[config.mk]
export PLATFORM = sky130hd
export DESIGN_NAME = window_cache_flat
export DESIGN_NICKNAME = d
export VERILOG_FILES = /design/src/rtl/window_cache_if.sv /design/src/rtl/window_cache.sv /design/src/flat_wrapper.sv
export SDC_FILE = /design/constraint.sdc
export NUM_CORES = 1
export LEC_CHECK = 0
export ABC_CLOCK_PERIOD_IN_PS = 5600
export BUFFER_PORTS_ARGS = -buffer_cell sky130_fd_sc_hd__buf_2
export CAP_MARGIN = 20
export CELL_PAD_IN_SITES_DETAIL_PLACEMENT = 2
export CELL_PAD_IN_SITES_GLOBAL_PLACEMENT = 2
export CORE_MARGIN = 3
export CORE_UTILIZATION = 35
export CTS_BUF_LIST = sky130_fd_sc_hd__clkbuf_8 sky130_fd_sc_hd__clkbuf_16
export CTS_CLUSTER_DIAMETER = 80
export DETAILED_ROUTE_END_ITERATION = 6
export GPL_ROUTABILITY_DRIVEN = 0
export PLACE_DENSITY_LB_ADDON = 0.05
export SYNTH_ARGS = -nofsm -noshare
export SYNTH_HDL_FRONTEND = slang
export SYNTH_SLANG_ARGS = --single-unit
[constraint.sdc]
create_clock -name clk -period 5.6 [get_ports clk]
set_input_delay 1.12 -clock clk [delete_from_list [all_inputs] [get_ports clk]]
set_output_delay 1.12 -clock clk [all_outputs]
set_load 0.005 [all_outputs]
[src/rtl/window_cache_if.sv]
// Handshake and data bundle between the line buffer, window_cache and the window consumer.
interface window_cache_if #(
  parameter int unsigned CH     = 3,
  parameter int unsigned W      = 8,
  parameter int unsigned RADIUS = 1,
  parameter int unsigned AW     = 8
);
  localparam int unsigned K = 2 * RADIUS + 1;

  logic                  lineChange;
  logic                  advance;
  logic [K*CH*W-1:0]     colIn;
  logic [AW-1:0]         readAddr;
  logic                  ready;
  logic [AW-1:0]         curPxl;
  logic [K*K*CH*W-1:0]   window;
  logic                  advErr;

  // Driver / consumer side
  modport master (
    output lineChange, advance, colIn,
    input  readAddr, ready, curPxl, window, advErr
  );

  // window_cache side
  modport slave (
    input  lineChange, advance, colIn,
    output readAddr, ready, curPxl, window, advErr
  );
endinterface

[src/rtl/window_cache.sv]
// Sliding (2R+1)x(2R+1) pixel neighbourhood built from line-buffer columns.
// Column reads are tracked by a READLAT-deep tag pipeline so data can be captured
// exactly when it arrives; lineChange flushes the pipeline so stale data never lands.
module window_cache #(
  parameter int unsigned CH        = 3,
  parameter int unsigned W         = 8,
  parameter int unsigned RADIUS    = 1,
  parameter int unsigned LINEWIDTH = 240,
  parameter int unsigned READLAT   = 1,
  parameter int unsigned EDGEMODE  = 0,
  parameter int unsigned AW        = 8
) (
  input  logic           clk,
  input  logic           rst,
  window_cache_if.slave  bus
);

  localparam int unsigned K  = 2 * RADIUS + 1;
  localparam int unsigned CW = K * CH * W;

  localparam logic [1:0] StIdle  = 2'd0;
  localparam logic [1:0] StPrime = 2'd1;
  localparam logic [1:0] StRun   = 2'd2;
  localparam logic [1:0] StFetch = 2'd3;

  logic [1:0]        state_q, state_d;
  logic [CW-1:0]     col_q [K];
  logic [CW-1:0]     col_d [K];
  logic [AW-1:0]     read_addr_q, read_addr_d;
  logic [AW-1:0]     cur_pxl_q, cur_pxl_d;
  logic              ready_q, ready_d;
  logic              adv_err_q, adv_err_d;
  // Next prime column address to request (0..RADIUS, RADIUS+1 = done issuing)
  logic [2:0]        issue_q, issue_d;

  // Tag pipeline: stage i describes the read issued i+1 cycles ago.
  // v = valid, p = prime column (else shift column), e = edge fill, a = prime column index
  logic [READLAT:0]      tag_v_q, tag_v_d;
  logic [READLAT:0]      tag_p_q, tag_p_d;
  logic [READLAT:0]      tag_e_q, tag_e_d;
  logic [READLAT:0][1:0] tag_a_q, tag_a_d;

  logic              land_v, land_p, land_e;
  logic [1:0]        land_a;
  logic [AW:0]       next_addr;
  logic              next_in_line;
  logic              adv_ok;
  logic              prime_edge;
  logic [K*K*CH*W-1:0] window_flat;

  assign land_v = tag_v_q[READLAT];
  assign land_p = tag_p_q[READLAT];
  assign land_e = tag_e_q[READLAT];
  assign land_a = tag_a_q[READLAT];

  // One extra bit so curPxl+R+1 cannot wrap before the line-end compare
  assign next_addr    = {1'b0, cur_pxl_q} + (AW+1)'(RADIUS + 1);
  assign next_in_line = next_addr <= (AW+1)'(LINEWIDTH - 1);
  assign adv_ok       = bus.advance && ready_q && (state_q == StRun) &&
                        (cur_pxl_q != AW'(LINEWIDTH - 1));
  assign prime_edge   = (32'(issue_q) + RADIUS) > (LINEWIDTH - 1);

  // Next-state: lineChange restart, prime/advance read issue, column landing
  always_comb begin
    state_d     = state_q;
    col_d       = col_q;
    read_addr_d = read_addr_q;
    cur_pxl_d   = cur_pxl_q;
    ready_d     = ready_q;
    adv_err_d   = 1'b0;
    issue_d     = issue_q;
    tag_v_d     = {tag_v_q[READLAT-1:0], 1'b0};
    tag_p_d     = {tag_p_q[READLAT-1:0], 1'b0};
    tag_e_d     = {tag_e_q[READLAT-1:0], 1'b0};
    tag_a_d     = {tag_a_q[READLAT-1:0], 2'b00};

    if (bus.lineChange) begin
      // Flush in-flight reads and request column 0 right away
      state_d     = StPrime;
      cur_pxl_d   = '0;
      ready_d     = 1'b0;
      read_addr_d = '0;
      issue_d     = 3'd1;
      tag_v_d     = '0;
      tag_p_d     = '0;
      tag_e_d     = '0;
      tag_a_d     = '0;
      tag_v_d[0]  = 1'b1;
      tag_p_d[0]  = 1'b1;
    end else begin
      adv_err_d = bus.advance && !adv_ok;

      if ((state_q == StPrime) && (issue_q <= 3'(RADIUS))) begin
        tag_v_d[0] = 1'b1;
        tag_p_d[0] = 1'b1;
        tag_a_d[0] = issue_q[1:0];
        if (prime_edge) begin
          tag_e_d[0] = 1'b1;
        end else begin
          read_addr_d = AW'(issue_q);
        end
        issue_d = issue_q + 3'd1;
      end

      if (adv_ok) begin
        state_d    = StFetch;
        ready_d    = 1'b0;
        tag_v_d[0] = 1'b1;
        tag_p_d[0] = 1'b0;
        tag_e_d[0] = !next_in_line;
        if (next_in_line) begin
          read_addr_d = next_addr[AW-1:0];
        end
      end

      if (land_v) begin
        if (land_p) begin
          if (land_a == 2'd0) begin
            // Column 0 seeds the centre and the left border
            for (int unsigned k = 0; k < RADIUS; k++) begin
              col_d[k] = (EDGEMODE != 0) ? '0 : bus.colIn;
            end
            col_d[RADIUS] = bus.colIn;
          end else begin
            for (int unsigned k = 1; k < K; k++) begin
              if (k == RADIUS + 32'(land_a)) begin
                col_d[k] = land_e ? ((EDGEMODE != 0) ? '0 : col_q[k-1]) : bus.colIn;
              end
            end
          end
          if (32'(land_a) == RADIUS) begin
            ready_d = 1'b1;
            state_d = StRun;
          end
        end else begin
          for (int unsigned k = 0; k + 1 < K; k++) begin
            col_d[k] = col_q[k+1];
          end
          col_d[K-1] = land_e ? ((EDGEMODE != 0) ? '0 : col_q[K-1]) : bus.colIn;
          cur_pxl_d  = cur_pxl_q + AW'(1);
          ready_d    = 1'b1;
          state_d    = StRun;
        end
      end
    end
  end

  // State registers with asynchronous active-low reset
  always_ff @(posedge clk or negedge rst) begin
    if (!rst) begin
      state_q     <= StIdle;
      read_addr_q <= '0;
      cur_pxl_q   <= '0;
      ready_q     <= 1'b0;
      adv_err_q   <= 1'b0;
      issue_q     <= '0;
      tag_v_q     <= '0;
      tag_p_q     <= '0;
      tag_e_q     <= '0;
      tag_a_q     <= '0;
      for (int unsigned k = 0; k < K; k++) begin
        col_q[k] <= '0;
      end
    end else begin
      state_q     <= state_d;
      read_addr_q <= read_addr_d;
      cur_pxl_q   <= cur_pxl_d;
      ready_q     <= ready_d;
      adv_err_q   <= adv_err_d;
      issue_q     <= issue_d;
      tag_v_q     <= tag_v_d;
      tag_p_q     <= tag_p_d;
      tag_e_q     <= tag_e_d;
      tag_a_q     <= tag_a_d;
      for (int unsigned k = 0; k < K; k++) begin
        col_q[k] <= col_d[k];
      end
    end
  end

  // Re-pack column storage into the row-major window layout
  always_comb begin
    window_flat = '0;
    for (int unsigned r = 0; r < K; r++) begin
      for (int unsigned k = 0; k < K; k++) begin
        for (int unsigned c = 0; c < CH; c++) begin
          window_flat[((r*K+k)*CH+c)*W +: W] = col_q[k][(r*CH+c)*W +: W];
        end
      end
    end
  end

  assign bus.window   = window_flat;
  assign bus.readAddr = read_addr_q;
  assign bus.curPxl   = cur_pxl_q;
  assign bus.ready    = ready_q;
  assign bus.advErr   = adv_err_q;

endmodule

[src/flat_wrapper.sv]
// flat-port wrapper written by rule: the top's interface ports become plain ports
module window_cache_flat 
#(
  parameter int unsigned CH        = 3,
  parameter int unsigned W         = 8,
  parameter int unsigned RADIUS    = 1,
  parameter int unsigned LINEWIDTH = 240,
  parameter int unsigned READLAT   = 1,
  parameter int unsigned EDGEMODE  = 0,
  parameter int unsigned AW        = 8
)
  (clk, rst, bus_lineChange, bus_advance, bus_colIn, bus_readAddr, bus_ready, bus_curPxl, bus_window, bus_advErr);
  window_cache_if #(.CH(CH), .W(W), .RADIUS(RADIUS), .AW(AW)) bus_i ();
  input  logic clk;
  input  logic rst;
  input wire logic [$bits(bus_i.lineChange)-1:0] bus_lineChange;
  input wire logic [$bits(bus_i.advance)-1:0] bus_advance;
  input wire logic [$bits(bus_i.colIn)-1:0] bus_colIn;
  output wire logic [$bits(bus_i.readAddr)-1:0] bus_readAddr;
  output wire logic [$bits(bus_i.ready)-1:0] bus_ready;
  output wire logic [$bits(bus_i.curPxl)-1:0] bus_curPxl;
  output wire logic [$bits(bus_i.window)-1:0] bus_window;
  output wire logic [$bits(bus_i.advErr)-1:0] bus_advErr;
  assign bus_i.lineChange = bus_lineChange;
  assign bus_i.advance = bus_advance;
  assign bus_i.colIn = bus_colIn;
  assign bus_readAddr = bus_i.readAddr;
  assign bus_ready = bus_i.ready;
  assign bus_curPxl = bus_i.curPxl;
  assign bus_window = bus_i.window;
  assign bus_advErr = bus_i.advErr;
  window_cache #(.CH(CH), .W(W), .RADIUS(RADIUS), .LINEWIDTH(LINEWIDTH), .READLAT(READLAT), .EDGEMODE(EDGEMODE), .AW(AW)) u_core (.clk(clk), .rst(rst), .bus(bus_i));
endmodule
== After elaboration in Yosys (flattened, before gate mapping) ==
Index checks and enable logic that the tools add are counted.

* Bits in registers: 249
* Latch bits: 0
* RAM bits: 0
* Bits in read-only memories: 0
* Input port bits: 76
* Output and inout port bits: 234
* Word-level logic and storage cells: 94
* Memories kept: 0

* Add/subtract/negate cells: 5
* Multiply operators: 0
* Divide/modulo/power cells: 0
* $lt $le $gt $ge: 3
* Eq/ne operators: 12
* Shift-type cells: 0
* Muxes and demuxes: 45
* Bitwise gates (word level): 1
* Reductions and logical operators: 14

{| class="wikitable"
|+ Operators with widths
! kind !! count
|-
| 72-bit two-way mux || 8
|-
| 216-bit two-way mux || 1
|-
| 8-bit two-way mux || 8
|-
| 1-bit by 32-bit == test with 1-bit output (first input constant) || 1
|-
| 2-bit by 32-bit == test with 1-bit output (first input constant) || 1
|-
| 32-bit by 8-bit > comparator with 1-bit output (second input constant) || 1
|-
| 1-bit two-way mux || 18
|-
| 2-bit two-way mux || 8
|-
| 8-bit by 2-bit adder with 9-bit output (second input constant) || 1
|-
| 9-bit by 8-bit <= comparator with 1-bit output (second input constant) || 1
|-
| 8-bit by 1-bit adder with 8-bit output (second input constant) || 1
|-
| 2-bit inequality test (second input constant) || 4
|-
| 8-bit inequality test (second input constant) || 1
|-
| 3-bit two-way mux || 2
|-
| 3-bit AND reduction || 2
|-
| 1-bit logical AND || 5
|-
| 5-bit AND reduction || 1
|-
| 3-bit by 1-bit adder with 4-bit output (second input constant) || 1
|-
| 2-bit by 1-bit == test with 1-bit output (second input constant) || 2
|-
| 2-bit nonzero test || 2
|-
| 1-bit by 2-bit adder with 3-bit output (first input constant) || 1
|-
| 3-bit by 1-bit adder with 3-bit output (second input constant) || 1
|-
| 3-bit by 1-bit <= comparator with 1-bit output (second input constant) || 1
|-
| 3-bit inequality test (second input constant) || 1
|-
| other kinds (6) || 7
|}

== Longest topological paths before layout ==
* Depth in word-level cells: 8
* Depth in mapped cells: 8
* Mapped depth without buffers: 7

== Worst setup path after synthesis ==
No wires, ideal clock.

* Path kind: input to register
* Start point: in bus_lineChange
* End point: reg u_core.col_q (netlist bit u_core.bus.window[106])
* Library setup time: 135 ps
* Data arrival time: 2262 ps
* Path slack: 3203 ps
* Stages on the path: 8
* Path buffers: 4
* Cells stage by stage: buf_2 > nand2b_1 > o21bai_2 > buf_2 > buf_2 > buf_2 > nand2_1 > o21ai_0

* Cells in the longest elaborated chain, start to end: 2

{| class="wikitable"
|+ Ends and longest elaborated chain
! item !! RTL line !! RTL
|-
| start: declaration || flat_wrapper.sv:16 || <nowiki>input wire logic [$bits(bus_i.lineChange)-1:0] bus_lineChange;</nowiki>
|-
| 1-bit inverter (no line) || n/a ||
|-
| 3-bit AND reduction (no line) || n/a ||
|-
| end signal: indexed assignment || window_cache.sv:176 || <nowiki>col_q[k] <= col_d[k];</nowiki>
|-
| end: declaration || window_cache.sv:27 || <nowiki>logic [CW-1:0] col_q [K];</nowiki>
|}

Every way passes these cells.
A chain may end at the register's enable or synchronous reset.

== Final worst setup path ==
* Start point: reg u_core.tag_p_q[1]
* End point: reg u_core.col_q (netlist bit u_core.bus.window[15])

* Cells in the longest elaborated chain, start to end: 2
* Elaborated cells between the ends (all ways): 3

{| class="wikitable"
|+ Ends and longest elaborated chain
! item !! RTL line !! RTL
|-
| start: declaration || window_cache.sv:39 || <nowiki>logic [READLAT:0] tag_p_q, tag_p_d;</nowiki>
|-
| start signal: assignment || window_cache.sv:172 || <nowiki>tag_p_q <= tag_p_d;</nowiki>
|-
| 2-bit inequality test (no line) || n/a ||
|-
| 3-bit AND reduction (no line) || n/a ||
|}

Parallel ways exist; a longest one is shown, timed or not.

==> impl_metrics.tcl <==
set metrics [dict create \
    crit_chain "inv_4 -> o21bai_4 -> buf_4 -> o21ai_0" \
    yosys.area.top_type "dfrtp_1" \
    hold_viol 0 \
    hp-class "reg -> reg" \
    cts_htree_levels 1 \
    post_drt_wl_per_cell_um 20.7 \
    dieArea_um2 37100 \
    n_antenna_cell 0 \
    gr-total-overflow 0 \
    grt_pass1_vias 11400 \
    die_w_um 193 \
    slowest_delay_ps 930 \
    p_comb_frac 0.331 \
    drive_above_1_share 0.254 \
    worst_slack_ps 2140 \
    clk_path_buf_depth 3 \
    clock_skew_ps 8.20 \
    synth_cell_type_count 41 \
    max_slew.worst_pin.slew_ps 1080 \
    hold_depth 1 \
    cp_num_buf_inv 2 \
    drv_slew 0 \
    max_freq_mhz 289 \
    status "finished, final reports clean" \
    synth_edf_count 0 \
    switching_share 0.382 \
    maxSlewHeadroom 0.282 \
    ys_seq_area_frac 0.512 \
    nets 1600 \
    cts_setup_buffers 0 \
    ys_ff_latch 249 \
    cts.clk_slew.worst_paths_ps 60 \
    leakage_nw 8.03 \
    ys_warn_count 0 \
    clock_sinks 249 \
    hpwl_um 26800 \
    cp-start-kind "flip-flop" \
    path_max_fanout 107 \
    postCtsHoldBufs 0 \
    io_pins 310 \
    row_count 67 \
    ys_top_cells_by_count "dfrtp_1 (249), mux2i_1 (220), nor2_1 (165)" \
    rr_endpoint "u_core.bus.window[15]" \
    drtPass1Iterations 4 \
    crit_type "reg -> reg" \
    rsz0062_at_grt "false" \
    yosysMostFrequentCell "dfrtp_1" \
    drt-total-wl_um 41100 \
    antenna_found_initial 5 \
    cts-root-buf "clkbuf_16" \
    ff2ff_setup_slack_ps 2140 \
    p_int_mw 4.91 \
    nFillCells 3765 \
    final_core_util 0.443 \
    area_delta_synth_final_pct 23.4 \
    setup_viol 0 \
    start_util 0.359 \
    via_per_inst 5.20 \
    hold_ws_ps 469 \
    cts_made_buffers 31 \
    r2r-start "u_core.tag_p_q[1]" \
    synth_cells 1255 \
    drt_iter0_drc 426 \
    vias 10300 \
    r2r_cells 4 \
    end_kind "flip-flop" \
    avgSynthCellArea_um2 9.70 \
    fin_crit_sh 0.617 \
    crit_family "buffers and inverters" \
    synth_top_area_share 0.512 \
    fin_area_um2 15000 \
    irDropWorstVdd_mv 0.285 \
    tns_ps 0 \
    drtAntennaViolNets 0 \
    grt_max_degree 161 \
    cp.arrival_ps 3830 \
    io_buffers 309 \
    pre_cts_slack_ps 2080 \
    powerDensity_nw_per_um2 529 \
    min_from "u_core.tag_v_q[0]" \
    grt_pass1_wl_um 64800 \
    clkLatencyLatePin_ps 550 \
    synth_fp_nets 1337 \
    netSwitchingPower_mw 3.04 \
    cp_slowest_cell "dfrtp_4" \
    pwr-share-seq 0.427 \
    critPathRequiredTime_ps 5980 \
    drcViolationCount 0 \
    cts_tree "yes" \
    placed_cell_area_um2 14000 \
    pwr-share-clk 0.242 \
    ys.flop_type "dfrtp_1" \
    cap_viol_max_count 0 \
    synthArstFlopShare 1.00 \
    cts_resized 0 \
    die_h_um 193 \
    core_um2 34000 \
    syn_area_um2 12200 \
    min_period_ps 3460 \
    synthTopCellsByArea "dfrtp_1 (51%), mux2i_1 (18%), a21oi_1 (6.1%)" \
    hold_end "u_core.tag_v_q[1]" \
    grtUsageTotal 0.218 \
]
-- worst max path at each step --
stage / to / from / slack (ps) / depth (start not counted)
finish: u_core.bus.window[15] / u_core.tag_p_q[1] / 2140 / 4
global route: u_core.bus.window[36] / u_core.tag_p_q[1] / 1810 / 4
CTS: u_core.bus.window[15] / u_core.tag_p_q[1] / 2080 / 4
detailed placement: u_core.bus.window[15] / bus_lineChange / 2080 / 5
global placement: u_core.bus.window[133] / bus_lineChange / 2220 / 7
floorplan: u_core.bus.window[106] / bus_lineChange / 3200 / 8
-- logic make-up after synthesis --
kind of cell,Yosys count,share of synthesized area
adder cells (fa/ha/maj),6,0.00617
flip-flops,249,0.512
AND/OR/NAND/NOR,349,0.115
multiplexers,225,0.186
buffers and inverters,101,0.0375
XOR/XNOR,12,0.00925
AO/OA/AOI/OAI,313,0.134
-- stage by stage --
stage                     instances  total power, mW
after global routing           1986             8.61
after CTS                      1986             8.09
after floorplan                1255             4.53
after global placement         1933             5.92
final                          1986             7.94
after detailed placement       1933             6.10
-- metal layers --
layer / track usage / part of all wire
met2: 0.372 / 0.48
met5: 0 / 0.0014
met1: 0.280 / 0.43
met4: 0.0516 / 0.021
met3: 0.0556 / 0.062
-- power groups by stage --
stage                     Combinational, mW  Clock [mW]  Sequential (mW)
final                                  2.63        1.92             3.39
after global routing                   3.00        2.07             3.54
after CTS                              2.70        1.99             3.41
after detailed placement               2.68           0             3.42
after global placement                 2.54           0             3.38
after floorplan                        1.25           0             3.29
-- area by class of cell --
cell class / instances / area [um2] / share of cell area
Inverter: 8 / 32.5 / 0.00216
Tap cell: 448 / 561 / 0.0373
Clock inverter: 15 / 106 / 0.00708
Clock buffer: 38 / 872 / 0.0580
Timing Repair Buffer: 323 / 1700 / 0.113
Sequential cell: 249 / 6230 / 0.415
Multi-Input combinational cell: 905 / 5520 / 0.367
-- worst register-to-register path: stages, from the launching register on --
cell and delay, ps:
dfrtp_4 930, inv_4 550, o21bai_4 660, buf_4 860, o21ai_0 300
-- layout by cell type, fill, tap and decap left out, types with 2 or more instances in the layout --
cell / n
a21o_1: 2
a21oi_1: 149
a221oi_1: 3
buf_12: 3
buf_2: 308
buf_4: 11
clkbuf_16: 31
clkbuf_8: 7
clkinv_2: 3
clkinvlp_4: 4
dfrtp_1: 248
ha_1: 6
inv_1: 13
mux2_2: 2
mux2_4: 3
mux2i_1: 220
nand2_1: 151
nand2b_1: 5
nand3_1: 5
nand3b_1: 2
nor2_1: 165
nor2b_1: 7
nor3_1: 2
nor3b_1: 3
o21ai_0: 148
xnor2_1: 5
xor2_1: 6
-- flip-flops by register name (all words and copies together), names as in the netlist --
name / flops
u_core.issue_q: 3
u_core.tag_a_q: 2
u_core.tag_p_q: 2
u_core.bus.readAddr: 8
u_core.tag_v_q: 2
u_core.tag_e_q: 2
u_core.land_a: 2
u_core.bus.window: 216
u_core.state_q: 2
u_core.bus.ready: 1
u_core.bus.advErr: 1
u_core.bus.curPxl: 8
(Power assumes the default switching activity.)
